<file path="config.mk">
export PLATFORM = sky130hd
export DESIGN_NAME = srm_controller
export DESIGN_NICKNAME = d
export VERILOG_FILES = /design/src/rtl/srm_pkg.sv /design/src/rtl/srm_controller_instr_dec.sv /design/src/rtl/srm_controller.sv
export SDC_FILE = /design/constraint.sdc
export NUM_CORES = 1
export LEC_CHECK = 0
export CAP_MARGIN = 10
export CORE_MARGIN = 2
export CORE_UTILIZATION = 46
export DETAILED_ROUTE_END_ITERATION = 7
export GPL_TIMING_DRIVEN = 1
export PLACE_DENSITY = 0.91
export SYNTH_ARGS = -nofsm -noshare
export SYNTH_HDL_FRONTEND = slang
export SYNTH_HIERARCHICAL = 1
export SYNTH_SLANG_ARGS = --single-unit
</file>
<file path="constraint.sdc">
create_clock -name clk -period 3.5 [get_ports clk]
set_input_delay 0.7 -clock clk [delete_from_list [all_inputs] [get_ports clk]]
set_output_delay 0.7 -clock clk [all_outputs]
set_load 0.02 [all_outputs]
</file>
<file path="src/rtl/srm_pkg.sv">
// Shared encodings for the Simple RISC Machine instruction sequencer:
// FSM states, instruction-class tags, opcode/op values, ALU and writeback
// select codes, and the bit positions of every instruction-register field.
package srm_pkg;

    // Sequencer states
    typedef enum logic [2:0] {
        WAIT   = 3'd0,
        DECODE = 3'd1,
        WR_IMM = 3'd2,
        GET_A  = 3'd3,
        GET_B  = 3'd4,
        ALU    = 3'd5,
        WR_REG = 3'd6
    } state_t;

    // Decoded instruction class; CLS_BAD marks anything unsupported
    typedef enum logic [2:0] {
        CLS_BAD     = 3'd0,
        CLS_MOV_IMM = 3'd1,
        CLS_MOV_REG = 3'd2,
        CLS_ADD     = 3'd3,
        CLS_CMP     = 3'd4,
        CLS_AND     = 3'd5,
        CLS_MVN     = 3'd6
    } iclass_t;

    // Opcode field values
    localparam logic [2:0] OPC_MOV = 3'b110;
    localparam logic [2:0] OPC_ALU = 3'b101;

    // Op field values
    localparam logic [1:0] OP_MOV_IMM = 2'b10;
    localparam logic [1:0] OP_MOV_REG = 2'b00;
    localparam logic [1:0] OP_ADD     = 2'b00;
    localparam logic [1:0] OP_CMP     = 2'b01;
    localparam logic [1:0] OP_AND     = 2'b10;
    localparam logic [1:0] OP_MVN     = 2'b11;

    // ALU operation codes
    localparam logic [1:0] ALUOP_ADD  = 2'b00;
    localparam logic [1:0] ALUOP_SUB  = 2'b01;
    localparam logic [1:0] ALUOP_AND  = 2'b10;
    localparam logic [1:0] ALUOP_NOTB = 2'b11;

    // Writeback source select
    localparam logic [1:0] VSEL_C    = 2'b00;
    localparam logic [1:0] VSEL_IMM8 = 2'b01;

    // Instruction register field positions
    localparam int OPC_MSB = 15;
    localparam int OPC_LSB = 13;
    localparam int OP_MSB  = 12;
    localparam int OP_LSB  = 11;
    localparam int RN_MSB  = 10;
    localparam int RN_LSB  = 8;
    localparam int RD_MSB  = 7;
    localparam int RD_LSB  = 5;
    localparam int SH_MSB  = 4;
    localparam int SH_LSB  = 3;
    localparam int RM_MSB  = 2;
    localparam int RM_LSB  = 0;
    localparam int IMM_MSB = 7;

endpackage

</file>
<file path="src/rtl/srm_controller_instr_dec.sv">
// Purely combinational instruction decoder: splits the instruction
// register into its fields, sign-extends the 8-bit immediate and
// classifies the instruction, flagging anything the sequencer cannot run.
module instr_dec
    import srm_pkg::*;
(
    input  logic [15:0] ir,
    output logic [2:0]  rn,
    output logic [2:0]  rd,
    output logic [2:0]  rm,
    output logic [1:0]  sh,
    output logic [1:0]  op,
    output logic [15:0] sximm8,
    output iclass_t     cls,
    output logic        legal
);

    logic [2:0] opcode;

    assign opcode = ir[OPC_MSB:OPC_LSB];
    assign op     = ir[OP_MSB:OP_LSB];
    assign rn     = ir[RN_MSB:RN_LSB];
    assign rd     = ir[RD_MSB:RD_LSB];
    assign sh     = ir[SH_MSB:SH_LSB];
    assign rm     = ir[RM_MSB:RM_LSB];

    // Low byte passes straight through; upper byte replicates the imm8 sign bit
    assign sximm8[IMM_MSB:0] = ir[IMM_MSB:0];
    generate
        for (genvar gi = IMM_MSB + 1; gi < 16; gi++) begin : g_sext
            assign sximm8[gi] = ir[IMM_MSB];
        end
    endgenerate

    // Map opcode/op onto an instruction class; unknown encodings stay CLS_BAD
    always_comb begin
        cls = CLS_BAD;
        if (opcode == OPC_MOV) begin
            if (op == OP_MOV_IMM) begin
                cls = CLS_MOV_IMM;
            end else if (op == OP_MOV_REG) begin
                cls = CLS_MOV_REG;
            end
        end else if (opcode == OPC_ALU) begin
            case (op)
                OP_ADD:  cls = CLS_ADD;
                OP_CMP:  cls = CLS_CMP;
                OP_AND:  cls = CLS_AND;
                default: cls = CLS_MVN;
            endcase
        end
    end

    assign legal = (cls != CLS_BAD);

endmodule

</file>
<file path="src/rtl/srm_controller.sv">
// Instruction sequencer for the Simple RISC Machine datapath. Holds the
// instruction register and steps the register file, operand/result/status
// registers and ALU/shifter through one instruction per start request.
// All control outputs are Moore outputs of the state plus the held IR.
module srm_controller
    import srm_pkg::*;
(
    input  logic        clk,
    input  logic        reset,
    input  logic        s,
    input  logic        load,
    input  logic [15:0] in,
    output logic        w,
    output logic [2:0]  regnum,
    output logic        write,
    output logic        loada,
    output logic        loadb,
    output logic        loadc,
    output logic        loads,
    output logic        asel,
    output logic        bsel,
    output logic [1:0]  vsel,
    output logic [1:0]  aluop,
    output logic [1:0]  shift,
    output logic [15:0] sximm8,
    output logic        bad
);

    state_t      state_reg;
    state_t      state_next;
    logic [15:0] ir_reg;

    logic [2:0]  rn;
    logic [2:0]  rd;
    logic [2:0]  rm;
    logic [1:0]  sh;
    logic [1:0]  op;
    iclass_t     cls;
    logic        legal;

    instr_dec u_dec (
        .ir     (ir_reg),
        .rn     (rn),
        .rd     (rd),
        .rm     (rm),
        .sh     (sh),
        .op     (op),
        .sximm8 (sximm8),
        .cls    (cls),
        .legal  (legal)
    );

    // State register and instruction register; IR only accepts a new word while idle
    always_ff @(posedge clk) begin
        if (reset) begin
            state_reg <= WAIT;
            ir_reg    <= 16'h0000;
        end else begin
            state_reg <= state_next;
            if (state_reg == WAIT && load) begin
                ir_reg <= in;
            end
        end
    end

    // Next-state selection and per-state control decode
    always_comb begin
        state_next = state_reg;
        w          = 1'b0;
        regnum     = 3'd0;
        write      = 1'b0;
        loada      = 1'b0;
        loadb      = 1'b0;
        loadc      = 1'b0;
        loads      = 1'b0;
        asel       = 1'b0;
        vsel       = VSEL_C;
        aluop      = ALUOP_ADD;
        bad        = 1'b0;

        case (state_reg)
            WAIT: begin
                w = 1'b1;
                // A load in the same cycle wins; the start is dropped
                if (s && !load) begin
                    state_next = DECODE;
                end
            end
            DECODE: begin
                case (cls)
                    CLS_MOV_IMM:                 state_next = WR_IMM;
                    CLS_MOV_REG, CLS_MVN:        state_next = GET_B;
                    CLS_ADD, CLS_AND, CLS_CMP:   state_next = GET_A;
                    default: begin
                        state_next = WAIT;
                        bad        = 1'b1;
                    end
                endcase
            end
            WR_IMM: begin
                regnum     = rn;
                vsel       = VSEL_IMM8;
                write      = 1'b1;
                state_next = WAIT;
            end
            GET_A: begin
                regnum     = rn;
                loada      = 1'b1;
                state_next = GET_B;
            end
            GET_B: begin
                regnum     = rm;
                loadb      = 1'b1;
                state_next = ALU;
            end
            ALU: begin
                // MOV reg rides the adder with A forced to zero; MVN ignores A
                aluop = (cls == CLS_MOV_REG) ? ALUOP_ADD : op;
                asel  = (cls == CLS_MOV_REG) || (cls == CLS_MVN);
                if (cls == CLS_CMP) begin
                    loads      = 1'b1;
                    state_next = WAIT;
                end else begin
                    loadc      = 1'b1;
                    state_next = WR_REG;
                end
            end
            WR_REG: begin
                regnum     = rd;
                vsel       = VSEL_C;
                write      = 1'b1;
                state_next = WAIT;
            end
            default: begin
                state_next = WAIT;
            end
        endcase
    end

    assign shift = sh;
    assign bsel  = 1'b0;

endmodule

</file>
# After elaboration in Yosys (flattened, before gate mapping)
# Index checks and enable logic that the tools add are counted.
dict set report classes {
  n_eq_ne 17
  reduce_logical 11
  mux 24
}
# operator n
set ops {}
lappend ops {{3-bit case mux with 3 select lines} 3}
lappend ops {{3-bit == test, second input constant} 8}
lappend ops {{3-bit two-way mux} 5}
lappend ops {{3-bit case mux with 5 select lines} 1}
lappend ops {{3-bit by 2-bit == test with 1-bit output, second input constant} 4}
lappend ops {{1-bit two-way mux} 12}
lappend ops {{3-bit by 1-bit == test with 1-bit output, second input constant} 2}
lappend ops {{2-bit two-way mux} 3}
lappend ops {{2-bit OR reduction} 3}
lappend ops {{6-bit OR reduction} 1}
lappend ops {{3-bit logical NOT} 1}
lappend ops {{3-bit OR reduction} 1}
lappend ops {{2-bit by 1-bit == test with 1-bit output, second input constant} 1}
lappend ops {{2-bit == test, second input constant} 1}
lappend ops {{1-bit logical AND} 2}
lappend ops {{2-bit logical NOT} 1}
lappend ops {{2-bit by 1-bit != test with 1-bit output, second input constant} 1}
lappend ops {{1-bit logical NOT} 1}
lappend ops {{1-bit logical OR} 1}
dict set report word_totals {
  register_bits 19
  wordCells 54
  inputBits 20
  output_inout_bits 34
}

# Longest topological paths before layout
dict set report depth {
  depth_word 8
  ltp_mapped 8
  mapped_depth_nobuf 8
}

# Cells and area by module
# The synthesis kept the hierarchy.
# module seq_area_each_um2 cells_per_inst n_inst area_per_inst_um2
set modules_own_cells {}
lappend modules_own_cells {srm_controller 380.4 128 1 958.4}
lappend modules_own_cells {instr_dec 0.0 47 1 342.8}

# Least setup slack after synthesis
# Ideal clock, no wire load.
dict set report synth_path {
  path_type {register to output}
  from {register ir_reg[11]}
  to {output port bad}
  t_required_ps 2800
  setup_slack_ps 876
  stages_incl_launch_ff 8
  n_path_buf 0
  arrival_time_ps 1924
  cell_sequence {dfxtp_1 -> inv_1 -> ha_1 -> nor2_1 -> o22ai_1 -> and2_1 -> or3_1 -> a211oi_1}
}
dict set report synth_between {
  elab_chain_cells 8
  word_cells_on_any_way 17
  cone_classes {eq/ne: 8; mux: 7; reduce/logical: 2}
}
# item line
set synth_lines {}
lappend synth_lines {{start, declared} srm_controller.sv:31} ;# logic [15:0] ir_reg;
lappend synth_lines {{start signal, assigned} srm_controller.sv:61} ;# ir_reg <= in;
lappend synth_lines {{2-bit == test, or another cell as far along} {srm_controller_instr_dec.sv:39, srm_controller_instr_dec.sv:45}}
lappend synth_lines {{3-bit case mux with 3 select lines} srm_controller_instr_dec.sv:45} ;# case (op)
lappend synth_lines {{3-bit two-way mux} srm_controller_instr_dec.sv:44} ;# end else if (opcode == OPC_ALU) begin
lappend synth_lines {{3-bit two-way mux *} srm_controller_instr_dec.sv:38} ;# if (opcode == OPC_MOV) begin
lappend synth_lines {{net cls[0]} srm_controller.sv:38} ;# iclass_t cls;
lappend synth_lines {{3-bit by 2-bit == test with 1-bit output, or another cell as far along} srm_controller.sv:90} ;# case (cls)
lappend synth_lines {{6-bit OR reduction (no source line) *} --}
lappend synth_lines {{1-bit two-way mux *} srm_controller.sv:90}
lappend synth_lines {{1-bit two-way mux *} srm_controller.sv:81} ;# case (state_reg)
lappend synth_lines {{end, declared} srm_controller.sv:26} ;# output logic bad
# The timed path passes the listed nets; every way through them passes the cells marked *.

# Final worst setup path
dict set report layout_path {
  from {register ir_reg[12]}
  to {output port bad}
}
# Same word-level chain as after synthesis.

==> impl_metrics.tcl <==
set metrics [dict create \
    powerDensity_nw_per_um2 297.5 \
    io-pin-count 54 \
    numCtsBuffers 3 \
    dieWidth_microns 56.73 \
    fin_crit_sh_pct 93.63 \
    p_leak_nw 0.5873 \
    power.switching_mw 0.1415 \
    clk_pin_slew_ns 0.11 \
    die_height_microns 56.73 \
    syn_avg_cell_area_sq_um 7.478 \
    p_sw_share_pct 29.89 \
    relSlewSlack_pct 46.46 \
    cts-htree-levels 1 \
    core_sq_um 2686 \
    postCtsSetupBuffers 0 \
    p_int_mw 0.3319 \
    hold_viol 0 \
    antennaDiodeCount 0 \
    nets 212 \
    arrival_ns 2.58 \
    place_inst 215 \
    tritoncts "done" \
    tightest_slew_ns 0.7998 \
    grt_pass1_vias 873 \
    crit_buf_inv 2 \
    holdBufCountCts 0 \
    cts.sinks 19 \
    place_congestion 0.8088 \
    hold_path.class "reg2reg" \
    initial_core_util_pct 47.60 \
    met2_usage_pct 24.75 \
    outcome "finished clean" \
    worstSkewPairLatency_ns 0.30 \
    grt_busiest_layer "met2" \
    startpoint_type "register" \
    syn_inst 171 \
    num_rows 19 \
    max_freq_mhz 305.1 \
    fillCellCount 254 \
    cts_resized 0 \
    path_max_fanout 6 \
    drc 0 \
    ant_nets 0 \
    critPathRequiredTime_ns 2.80 \
    max_stage_delay_ns 0.64 \
    maxCapViolCount 0 \
    synth_area_sq_um 1279 \
    period_minus_slack_ns 3.277 \
    endpoint_kind "output pin" \
    path_delay_family "buffers and inverters" \
    drive_gt1_share_pct 4.255 \
    portBuffers 51 \
    cpMaxStageDelayCell "clkdlybuf4s50_1" \
    grt_use_total_pct 15.08 \
    grt_max_degree 19 \
    antenna_found_initial 0 \
    skew_ns 0.0006435 \
    setup-violations-final 0 \
    p_comb_share_pct 24.7 \
    crit_type "reg2out" \
    vdd_drop_max_v 0.0003205 \
    yosysWarnings 6 \
    hpwl_mm 1.869 \
    hold_slack_ns 0.4695 \
    root_buffer "clkbuf_4" \
    drv_slew 0 \
    largest_reg_flops 16 \
    grt_overflow 0 \
    routed_wl_mm 2.534 \
    vias 1067 \
    clock_path_buffers 2 \
    drtPass1Iterations 4 \
    fin_setup_tns_ns 0 \
    rsz0062_at_grt "no" \
    routedWlPerCell_microns 11.57 \
    pwr-share-seq_pct 51.2 \
    drtIter0Drc 21 \
    area_delta_synth_final_pct 24.46 \
    stdcell_count 219 \
    die_area_sq_um 3218 \
    viasPerCell 4.872 \
    clkPwrFrac_pct 24.1 \
    worstPathCellList "inv_1, ha_1, nor2_1, o22ai_1, and2_1, or3_1, a211oi_1, clkdlybuf4s50_1" \
    grt_pass1_wl_mm 3.836 \
    grtUsageMet3_pct 2.995 \
    use_met1_pct 19.04 \
]
## placed cells by master (no fill, tap or decap)
master / count
and2_1: 4
o22ai_1: 5
clkinv_2: 1
a21o_1: 2
nor2b_1: 4
buf_4: 1
mux2i_1: 3
or4b_1: 1
clkdlybuf4s50_1: 51
a21oi_1: 17
a211oi_1: 2
or3_1: 1
nand2_1: 40
nand3_1: 2
nand3b_1: 1
nor3b_1: 1
o2111a_1: 1
nand2b_4: 1
ha_1: 3
nand2b_1: 4
o21ai_0: 1
a311oi_1: 1
nor3_1: 3
nor4b_4: 1
clkbuf_4: 3
nor2_1: 6
nor3b_2: 1
conb_1: 2
o21bai_1: 1
inv_1: 5
dfxtp_1: 19
## routing by layer
metal  share of wire [%]  vias to the layer above
met3                 4.6                        2
met2                  49                       31
met4                0.47                        0
met1                  46                      471
met5                   0                        -
li1                    -                      563
## final cells by class
type                    instances  area [sq um]  area share (%)
multi-input cells             108         608.1           38.21
repair buffers                 52         518.0           32.55
flip-flops and latches         19         380.4           23.90
well taps                      31         38.79           2.437
clock buffers                   3         22.52           1.415
inverters                       5         18.77           1.179
clock inverters                 1         5.005          0.3145
## through the flow
step / area [sq um] / setup slack (ns) / power (mW) / utilization [%]
6_report: 1592 / 0.2228 / 0.4735 / 59.25
5_1_grt: 1592 / 0.09238 / 0.4956 / 59.25
4_1_cts: 1587 / 0.09182 / 0.4797 / 59.06
3_5_place_dp: 1559 / 0.4704 / 0.3644 / 58.03
3_3_place_gp: 1559 / 0.5662 / 0.3610 / 58.03
2_1_floorplan: 1282 / 0.9332 / 0.3372 / -
## worst paths after layout
check | start | to | slack, ns | depth (start not counted)
worst max-delay path | ir_reg[12] | bad | 0.22 | 8
worst min-delay path | ir_reg[11] | ir_reg[11] | 0.47 | 2
worst max register to register | ir_reg[12] | state_reg[1] | 1.69 | 8
worst min register to register | ir_reg[11] | ir_reg[11] | 0.47 | 2
## power by group through the flow
stage          sequential (mW)  clock, mW  combinational, mW
2_1_floorplan            0.243          0             0.0945
6_report                 0.242      0.114              0.117
4_1_cts                  0.242      0.120              0.117
3_3_place_gp             0.247          0              0.115
5_1_grt                  0.245      0.125              0.126
3_5_place_dp             0.247          0              0.117
## worst register-to-register path: stages (launching register included)
cell      delay, ns
dfxtp_1        0.40
inv_1          0.08
ha_1           0.18
nor2_1         0.10
o22ai_1        0.08
and2_1         0.21
nor3b_1        0.40
nand2_1        0.11
o2111a_1       0.15
No activity file was read; power rests on OpenSTA's default activity.
